--- config.mk ---
export PLATFORM = sky130hd
export DESIGN_NAME = id_ex_ctrl_stage
export DESIGN_NICKNAME = d
export VERILOG_FILES = /design/src/rtl/rv_ctrl_pkg.sv /design/src/rtl/rv_ctrl_decode.sv /design/src/rtl/id_ex_ctrl_stage.sv
export SDC_FILE = /design/constraint.sdc
export NUM_CORES = 1
export LEC_CHECK = 0
export BUFFER_PORTS_ARGS = -buffer_cell sky130_fd_sc_hd__buf_4
export CORE_MARGIN = 2
export CORE_UTILIZATION = 30
export DETAILED_ROUTE_END_ITERATION = 8
export GPL_TIMING_DRIVEN = 1
export PLACE_DENSITY = 0.63
export SETUP_SLACK_MARGIN = 0.4
export SLEW_MARGIN = 40
export SYNTH_ARGS = -nofsm -noshare
export SYNTH_HDL_FRONTEND = slang
export SYNTH_SLANG_ARGS = --single-unit
--- constraint.sdc ---
create_clock -name clk -period 2.2 [get_ports clk]
set_input_delay 0.33 -clock clk [delete_from_list [all_inputs] [get_ports clk]]
set_output_delay 0.33 -clock clk [all_outputs]
set_load 0.05 [all_outputs]
--- src/rtl/rv_ctrl_pkg.sv ---
// Shared opcode, ALU-code and control-bundle definitions for the RV32 decode/issue stage.
package rv_ctrl_pkg;

  localparam logic [6:0] OPC_OP     = 7'b0110011;
  localparam logic [6:0] OPC_OP_IMM = 7'b0010011;
  localparam logic [6:0] OPC_LOAD   = 7'b0000011;
  localparam logic [6:0] OPC_STORE  = 7'b0100011;
  localparam logic [6:0] OPC_BRANCH = 7'b1100011;
  localparam logic [6:0] OPC_JAL    = 7'b1101111;
  localparam logic [6:0] OPC_JALR   = 7'b1100111;
  localparam logic [6:0] OPC_LUI    = 7'b0110111;
  localparam logic [6:0] OPC_AUIPC  = 7'b0010111;

  localparam logic [6:0] F7_BASE   = 7'b0000000;
  localparam logic [6:0] F7_ALT    = 7'b0100000;
  localparam logic [6:0] F7_MULDIV = 7'b0000001;

  localparam logic [4:0] ALU_ADD  = 5'd0;
  localparam logic [4:0] ALU_SUB  = 5'd1;
  localparam logic [4:0] ALU_SLL  = 5'd2;
  localparam logic [4:0] ALU_SLT  = 5'd3;
  localparam logic [4:0] ALU_SLTU = 5'd4;
  localparam logic [4:0] ALU_XOR  = 5'd5;
  localparam logic [4:0] ALU_SRL  = 5'd6;
  localparam logic [4:0] ALU_SRA  = 5'd7;
  localparam logic [4:0] ALU_OR   = 5'd8;
  localparam logic [4:0] ALU_AND  = 5'd9;
  localparam logic [4:0] ALU_MUL  = 5'd10;
  localparam logic [4:0] ALU_BEQ  = 5'd26;
  localparam logic [4:0] ALU_BNE  = 5'd27;
  localparam logic [4:0] ALU_BLT  = 5'd28;
  localparam logic [4:0] ALU_BGE  = 5'd29;
  localparam logic [4:0] ALU_BLTU = 5'd30;
  localparam logic [4:0] ALU_BGEU = 5'd31;

  typedef enum logic [1:0] {
    WDS_ALU = 2'd0,
    WDS_MEM = 2'd1,
    WDS_PC4 = 2'd2
  } wds_e;

  typedef enum logic [1:0] {
    ASRC_RS1  = 2'd0,
    ASRC_ZERO = 2'd1,
    ASRC_PC   = 2'd2
  } asrc_e;

  typedef enum logic {
    ST_IDLE = 1'b0,
    ST_BUSY = 1'b1
  } state_e;

  // Everything that travels down the ID/EX register.
  typedef struct packed {
    logic       reg_write;
    logic       mem_write;
    logic       mem_read;
    logic       alu_src;
    logic       pc_jump_src;
    logic       do_branch;
    wds_e       wds;
    logic [2:0] sl_sel;
    asrc_e      lui_auipc_sel;
    logic [4:0] alu_ctrl;
    logic [4:0] rd;
    logic [4:0] rs1;
    logic [4:0] rs2;
    logic       illegal;
  } ex_lanes_t;

  typedef struct packed {
    ex_lanes_t lanes;
    logic      is_mul;
    logic      is_div;
  } ctrl_bundle_t;

  localparam ex_lanes_t    LANES_BUBBLE = '0;
  localparam ctrl_bundle_t CTRL_BUBBLE  = '0;

  // funct3 -> ALU op for the funct7=0 register/immediate forms.
  function automatic logic [4:0] alu_base_op(input logic [2:0] f3);
    logic [4:0] op;
    case (f3)
      3'b000:  op = ALU_ADD;
      3'b001:  op = ALU_SLL;
      3'b010:  op = ALU_SLT;
      3'b011:  op = ALU_SLTU;
      3'b100:  op = ALU_XOR;
      3'b101:  op = ALU_SRL;
      3'b110:  op = ALU_OR;
      default: op = ALU_AND;
    endcase
    return op;
  endfunction

endpackage

--- src/rtl/rv_ctrl_decode.sv ---
// Combinational RV32I(+M) decoder: instruction word to control bundle and register-use flags.
module rv_ctrl_decode
  import rv_ctrl_pkg::*;
#(
  parameter bit ENABLE_M = 1'b1
) (
  input  logic [31:0]  instr_i,
  output ctrl_bundle_t ctrl_o,
  output logic         uses_rs1_o,
  output logic         uses_rs2_o
);

  logic [6:0]   opcode;
  logic [2:0]   funct3;
  logic [6:0]   funct7;
  ctrl_bundle_t dec;
  logic         illegal;

  assign opcode = instr_i[6:0];
  assign funct3 = instr_i[14:12];
  assign funct7 = instr_i[31:25];

  always_comb begin
    dec           = CTRL_BUBBLE;
    dec.lanes.rd  = instr_i[11:7];
    dec.lanes.rs1 = instr_i[19:15];
    dec.lanes.rs2 = instr_i[24:20];
    illegal       = 1'b0;
    uses_rs1_o    = 1'b0;
    uses_rs2_o    = 1'b0;
    case (opcode)
      OPC_OP: begin
        uses_rs1_o          = 1'b1;
        uses_rs2_o          = 1'b1;
        dec.lanes.reg_write = 1'b1;
        case (funct7)
          F7_BASE: dec.lanes.alu_ctrl = alu_base_op(funct3);
          F7_ALT: begin
            if (funct3 == 3'b000)      dec.lanes.alu_ctrl = ALU_SUB;
            else if (funct3 == 3'b101) dec.lanes.alu_ctrl = ALU_SRA;
            else                       illegal = 1'b1;
          end
          F7_MULDIV: begin
            if (ENABLE_M) begin
              dec.lanes.alu_ctrl = ALU_MUL + {2'b00, funct3};
              dec.is_mul         = ~funct3[2];
              dec.is_div         = funct3[2];
            end else begin
              illegal = 1'b1;
            end
          end
          default: illegal = 1'b1;
        endcase
      end
      OPC_OP_IMM: begin
        uses_rs1_o          = 1'b1;
        dec.lanes.reg_write = 1'b1;
        dec.lanes.alu_src   = 1'b1;
        dec.lanes.alu_ctrl  = alu_base_op(funct3);
        // Shift immediates reuse funct7 as an opcode extension; everything else is immediate bits.
        if (funct3 == 3'b001 && funct7 != F7_BASE) illegal = 1'b1;
        if (funct3 == 3'b101) begin
          if (funct7 == F7_ALT)       dec.lanes.alu_ctrl = ALU_SRA;
          else if (funct7 != F7_BASE) illegal = 1'b1;
        end
      end
      OPC_LOAD: begin
        uses_rs1_o          = 1'b1;
        dec.lanes.reg_write = 1'b1;
        dec.lanes.wds       = WDS_MEM;
        dec.lanes.mem_read  = 1'b1;
        dec.lanes.alu_src   = 1'b1;
        dec.lanes.sl_sel    = funct3;
      end
      OPC_STORE: begin
        uses_rs1_o          = 1'b1;
        uses_rs2_o          = 1'b1;
        dec.lanes.mem_write = 1'b1;
        dec.lanes.alu_src   = 1'b1;
        dec.lanes.sl_sel    = funct3;
      end
      OPC_BRANCH: begin
        uses_rs1_o          = 1'b1;
        uses_rs2_o          = 1'b1;
        dec.lanes.do_branch = 1'b1;
        case (funct3)
          3'b000:  dec.lanes.alu_ctrl = ALU_BEQ;
          3'b001:  dec.lanes.alu_ctrl = ALU_BNE;
          3'b100:  dec.lanes.alu_ctrl = ALU_BLT;
          3'b101:  dec.lanes.alu_ctrl = ALU_BGE;
          3'b110:  dec.lanes.alu_ctrl = ALU_BLTU;
          3'b111:  dec.lanes.alu_ctrl = ALU_BGEU;
          default: illegal = 1'b1;
        endcase
      end
      OPC_JAL: begin
        dec.lanes.reg_write = 1'b1;
        dec.lanes.wds       = WDS_PC4;
      end
      OPC_JALR: begin
        uses_rs1_o            = 1'b1;
        dec.lanes.reg_write   = 1'b1;
        dec.lanes.wds         = WDS_PC4;
        dec.lanes.pc_jump_src = 1'b1;
      end
      OPC_LUI: begin
        dec.lanes.reg_write     = 1'b1;
        dec.lanes.alu_src       = 1'b1;
        dec.lanes.lui_auipc_sel = ASRC_ZERO;
      end
      OPC_AUIPC: begin
        dec.lanes.reg_write     = 1'b1;
        dec.lanes.alu_src       = 1'b1;
        dec.lanes.lui_auipc_sel = ASRC_PC;
      end
      default: illegal = 1'b1;
    endcase
  end

  // Illegal encodings keep their register fields but drive no lanes and never start an M sequence.
  always_comb begin
    ctrl_o = dec;
    if (illegal) begin
      ctrl_o               = CTRL_BUBBLE;
      ctrl_o.lanes.rd      = dec.lanes.rd;
      ctrl_o.lanes.rs1     = dec.lanes.rs1;
      ctrl_o.lanes.rs2     = dec.lanes.rs2;
      ctrl_o.lanes.illegal = 1'b1;
    end
  end

endmodule

--- src/rtl/id_ex_ctrl_stage.sv ---
// ID-stage control: decode, load-use bubble insertion, multi-cycle MUL/DIV hold and the ID/EX control register.
module id_ex_ctrl_stage
  import rv_ctrl_pkg::*;
#(
  parameter bit          ENABLE_M   = 1'b1,
  parameter int unsigned MUL_CYCLES = 1,
  parameter int unsigned DIV_CYCLES = 32
) (
  input  logic        clk,
  input  logic        rst_n,
  input  logic [31:0] Instruction,
  input  logic        IdValid,
  input  logic        Flush,
  output logic        StallID,
  output logic        ExHold,
  output logic        ExValid,
  output logic        ExRegWrite,
  output logic        ExMemWrite,
  output logic        ExMemRead,
  output logic        ExALUSrc,
  output logic        ExPCJumpSrc,
  output logic        ExDoBranch,
  output logic [1:0]  ExWriteDataSrc,
  output logic [2:0]  ExStoreLoadSel,
  output logic [1:0]  ExLuiAuipcSel,
  output logic [4:0]  ExALUCtrl,
  output logic [4:0]  ExRd,
  output logic [4:0]  ExRs1,
  output logic [4:0]  ExRs2,
  output logic        ExIllegal
);

  localparam logic [5:0] MUL_INIT  = 6'(MUL_CYCLES - 1);
  localparam logic [5:0] DIV_INIT  = 6'(DIV_CYCLES - 1);
  localparam bit         MUL_MULTI = (MUL_CYCLES > 1);
  localparam bit         DIV_MULTI = (DIV_CYCLES > 1);

  ctrl_bundle_t id_ctrl;
  logic         id_uses_rs1;
  logic         id_uses_rs2;

  state_e       state_q, state_d;
  logic [5:0]   cnt_q, cnt_d;
  ex_lanes_t    ex_q, ex_d;
  logic         ex_valid_q, ex_valid_d;

  logic         load_use;
  logic         issue;
  logic         multi_cycle;

  rv_ctrl_decode #(
    .ENABLE_M(ENABLE_M)
  ) u_decode (
    .instr_i   (Instruction),
    .ctrl_o    (id_ctrl),
    .uses_rs1_o(id_uses_rs1),
    .uses_rs2_o(id_uses_rs2)
  );

  assign load_use = ex_valid_q && ex_q.mem_read && (ex_q.rd != 5'd0) && IdValid &&
                    ((id_uses_rs1 && (id_ctrl.lanes.rs1 == ex_q.rd)) ||
                     (id_uses_rs2 && (id_ctrl.lanes.rs2 == ex_q.rd)));

  assign issue       = (state_q == ST_IDLE) && !Flush && !load_use && IdValid;
  assign multi_cycle = (id_ctrl.is_mul && MUL_MULTI) || (id_ctrl.is_div && DIV_MULTI);

  always_ff @(posedge clk or negedge rst_n) begin
    if (!rst_n) begin
      state_q    <= ST_IDLE;
      cnt_q      <= 6'd0;
      ex_q       <= LANES_BUBBLE;
      ex_valid_q <= 1'b0;
    end else begin
      state_q    <= state_d;
      cnt_q      <= cnt_d;
      ex_q       <= ex_d;
      ex_valid_q <= ex_valid_d;
    end
  end

  always_comb begin
    state_d    = state_q;
    cnt_d      = cnt_q;
    ex_d       = ex_q;
    ex_valid_d = ex_valid_q;
    case (state_q)
      ST_IDLE: begin
        ex_d       = LANES_BUBBLE;
        ex_valid_d = 1'b0;
        if (issue) begin
          ex_d       = id_ctrl.lanes;
          ex_valid_d = 1'b1;
          if (multi_cycle) begin
            state_d = ST_BUSY;
            cnt_d   = id_ctrl.is_div ? DIV_INIT : MUL_INIT;
          end
        end
      end
      ST_BUSY: begin
        // ID/EX holds; the op leaves EX one cycle after the counter reaches 1.
        cnt_d = cnt_q - 6'd1;
        if (cnt_q == 6'd1) state_d = ST_IDLE;
      end
      default: state_d = ST_IDLE;
    endcase
  end

  always_comb begin
    StallID = 1'b0;
    ExHold  = 1'b0;
    case (state_q)
      ST_IDLE: StallID = !Flush && load_use;
      ST_BUSY: begin
        StallID = 1'b1;
        ExHold  = 1'b1;
      end
      default: ;
    endcase
  end

  assign ExValid        = ex_valid_q;
  assign ExRegWrite     = ex_q.reg_write;
  assign ExMemWrite     = ex_q.mem_write;
  assign ExMemRead      = ex_q.mem_read;
  assign ExALUSrc       = ex_q.alu_src;
  assign ExPCJumpSrc    = ex_q.pc_jump_src;
  assign ExDoBranch     = ex_q.do_branch;
  assign ExWriteDataSrc = ex_q.wds;
  assign ExStoreLoadSel = ex_q.sl_sel;
  assign ExLuiAuipcSel  = ex_q.lui_auipc_sel;
  assign ExALUCtrl      = ex_q.alu_ctrl;
  assign ExRd           = ex_q.rd;
  assign ExRs1          = ex_q.rs1;
  assign ExRs2          = ex_q.rs2;
  assign ExIllegal      = ex_q.illegal;

endmodule

==> results.py <==
metrics = {
    "status": {
        "status": "finished, violations left",
        "failed_checks": "negative setup slack",
    },
    "critical_path": {
        "slowest_stage": "or4_1",
        "startpoint_type": "flip-flop",
        "crit_arrival_ns": 2.03,
        "cp_cell_sequence": "xnor2_2, nand3_1, or4_1, a21o_1, o21bai_4, buf_6",
        "required_ns": 1.87,
        "worstSetupPathType": "reg -> out",
        "crit_path_max_incr_delay_ns": 0.53,
        "critPathMaxFanout": 5,
        "worstSetupEndpointType": "output port",
    },
    "timing": {
        "rsz0062_at_grt": "yes",
        "finalMaxSlewViolations": 0,
        "fin_crit_ns": 2.36,
        "finalClockSkew_ns": 0.0120,
        "setup_violations": 37,
        "setup_slack_ns": -0.163,
        "relSlewSlack_pct": 63.5,
        "post-route-period-util_pct": 107,
        "clock.fmax_mhz": 423,
        "hold_violations": 0,
        "tightest_slew_ns": 0.548,
    },
    "final_layout": {
        "syn_to_final_growth_pct": 44.8,
        "instances_no_fill": 422,
        "final_common_cell": "buf_4",
        "drive_above_1_share_pct": 41.9,
        "nets": 358,
        "final_cell_mix": "buf_4, dfrtp_1, nand2_1, nor2_1, a22o_1",
        "diodes": 0,
    },
    "min_path": {
        "hp-class": "in -> async",
    },
    "cts": {
        "cts_made_buffers": 5,
        "htree_levels": 2,
        "cts-root-buf": "clkbuf_8",
        "clkTransAtPathRegs_ns": 0.09,
        "cts_tree": "done",
        "clock_path_buffers": 2,
        "clk_latency_ns": 0.31,
        "cts.hold.buffers_added": 0,
        "clock-sinks": 42,
    },
    "placed_design": {
        "io_buffers": 72,
        "place_inst": 409,
        "routabilityCongestion": 0.810,
        "hpwlAfterDp_mm": 4.77,
    },
    "routing": {
        "vias": 2170,
        "antenna_left": 0,
        "wire_per_inst_um": 15.8,
        "first_pass_iters": 4,
        "viasPerCell": 5.14,
        "drtIter0Drc": 116,
        "drt_wl_total_mm": 6.66,
        "route.detailed.drc": 0,
    },
    "global_route": {
        "grt.overflow.total": 0,
        "grt_pass1_wl_mm": 10.7,
        "grt_start_max_net_pins": 53,
        "grt_antenna_before_repair": 0,
        "groute.usage.overall_pct": 15.9,
        "grt_pass1_vias": 2123,
    },
    "power": {
        "ir_drop_v": 0.000259,
        "power.leakage_uw": 0.00158,
        "total_power_uw": 1700,
        "p_per_area_mw_per_mm2": 506,
    },
    "logic_synthesis": {
        "async_reset_ff_share_pct": 100,
        "ys_types": 50,
        "synth_edf_count": 0,
        "synthCells": 232,
        "netlist_area_sq_mm": 0.00233,
        "seq_area_frac_synth_pct": 45.2,
        "syn_nets": 271,
        "synth_flop_cell": "dfrtp_1",
        "yosysWarningCount": 0,
        "synth-seq-cells": 42,
        "syn_area_per_cell_sq_um": 10.0,
    },
    "flow_run": {
        "maxCapViolCount": 0,
    },
    "floorplan": {
        "std_cell_rows": 32,
        "die-area_sq_mm": 0.00848,
        "core_area_sq_mm": 0.00761,
        "die_x_um": 92.1,
        "die_y_um": 92.1,
        "initial_core_util_pct": 30.6,
        "ios": 73,
    },
}
power breakdown:
part	total (uW)	internal [uW]	switching (uW)	leakage, uW
clock	635	340	294	0.0000585
sequential	797	785	12.3	0.000570
combinational	273	114	159	0.000954
worst paths after layout:
path,from,slack (ns),end,cells past startpoint
min in group clk,Instruction[11],0.24,ExRd[4],2
min,rst_n,0.003,ExRs1[2],1
max,ExRd[1],-0.16,StallID,6
max reg2reg,ExRd[1],-0.11,cnt_q[5],9
max in group asynchronous,rst_n,1.80,ExRd[1],1
min reg2reg,ExLuiAuipcSel[0],0.50,ExLuiAuipcSel[0],2
synth_stat cells, types with 4 or more instances:
library cell,number,area (sq um)
xnor2_1,7,61.3
xor2_1,8,70.1
inv_1,7,26.3
a22oi_1,5,37.5
nand2_1,33,124
dfrtp_1,42,1050
and2_1,4,25.0
nor2b_1,4,25.0
o31ai_2,5,62.6
a22o_1,15,131
nor2_1,16,60.1
o21ai_0,8,40.0
nand3_1,6,30.0
a21oi_1,5,25.0
clkbuf_1,11,41.3
nand4_1,4,25.0
worst max-delay path: cells and delay by family, from the launching register on:
kind	cells	cell delay, ns
AND/OR/NAND/NOR	2	0.61
buffers and inverters	1	0.17
flip-flops	1	0.46
XOR/XNOR	1	0.15
AO/OA/AOI/OAI	2	0.35
what timing repair did:
item,CTS,global route
gates resized for setup,16,6
endpoints found under the setup margin,43,44
pin swaps,4,8
gates cloned,2,0
buffers inserted,2,1
stage by stage:
stage / hold slack (ns) / setup TNS [ns] / worst slack [ns] / util (%) / area (sq um)
global route: 0.0404 / -4.70 / -0.231 / 44.3 / 3370
finish: 0.00311 / -1.98 / -0.163 / 44.3 / 3370
floorplan: 0.0344 / -0.463 / -0.0303 / - / 2370
detailed placement: 0.358 / -3.01 / -0.185 / 40.7 / 3100
CTS: 0.0256 / -0.349 / -0.182 / 43.8 / 3340
global placement: 0.350 / -2.05 / -0.138 / 40.7 / 3100
flip-flops by register name, indices dropped and copies added (netlist names):
name / flops
cnt_q: 6
ExALUCtrl: 5
ExRd: 5
ExRs1: 5
ExRs2: 5
ExStoreLoadSel: 3
ExLuiAuipcSel: 2
ExWriteDataSrc: 2
ExALUSrc: 1
ExDoBranch: 1
ExIllegal: 1
ExMemRead: 1
ExMemWrite: 1
ExPCJumpSrc: 1
ExRegWrite: 1
ExValid: 1
state_q: 1
cells by family after synthesis:
kind of cell	synth area share (%)
compound gates	25.3
xor+xnor	5.65
fa+ha+maj	1.61
buf+inv	3.55
flops	45.2
simple gates	18.8
routing by layer:
layer / track usage, % / share of wire [%]
met1: 21.8 / 46
met2: 25.1 / 47
met3: 3.94 / 5.2
met4: 4.35 / 1.7
met5: 0 / 0
layout make-up:
| cell class | instances | area [sq um] |
|---|---|---|
| multi-input combinational | 170 | 1290 |
| clock inverter | 3 | 43.8 |
| tap | 102 | 128 |
| sequential | 42 | 1060 |
| fill | 753 | 4240 |
| timing repair buffer | 93 | 753 |
| inverter | 7 | 26.3 |
| clock buffer | 5 | 68.8 |
(Power assumes the default switching activity.)
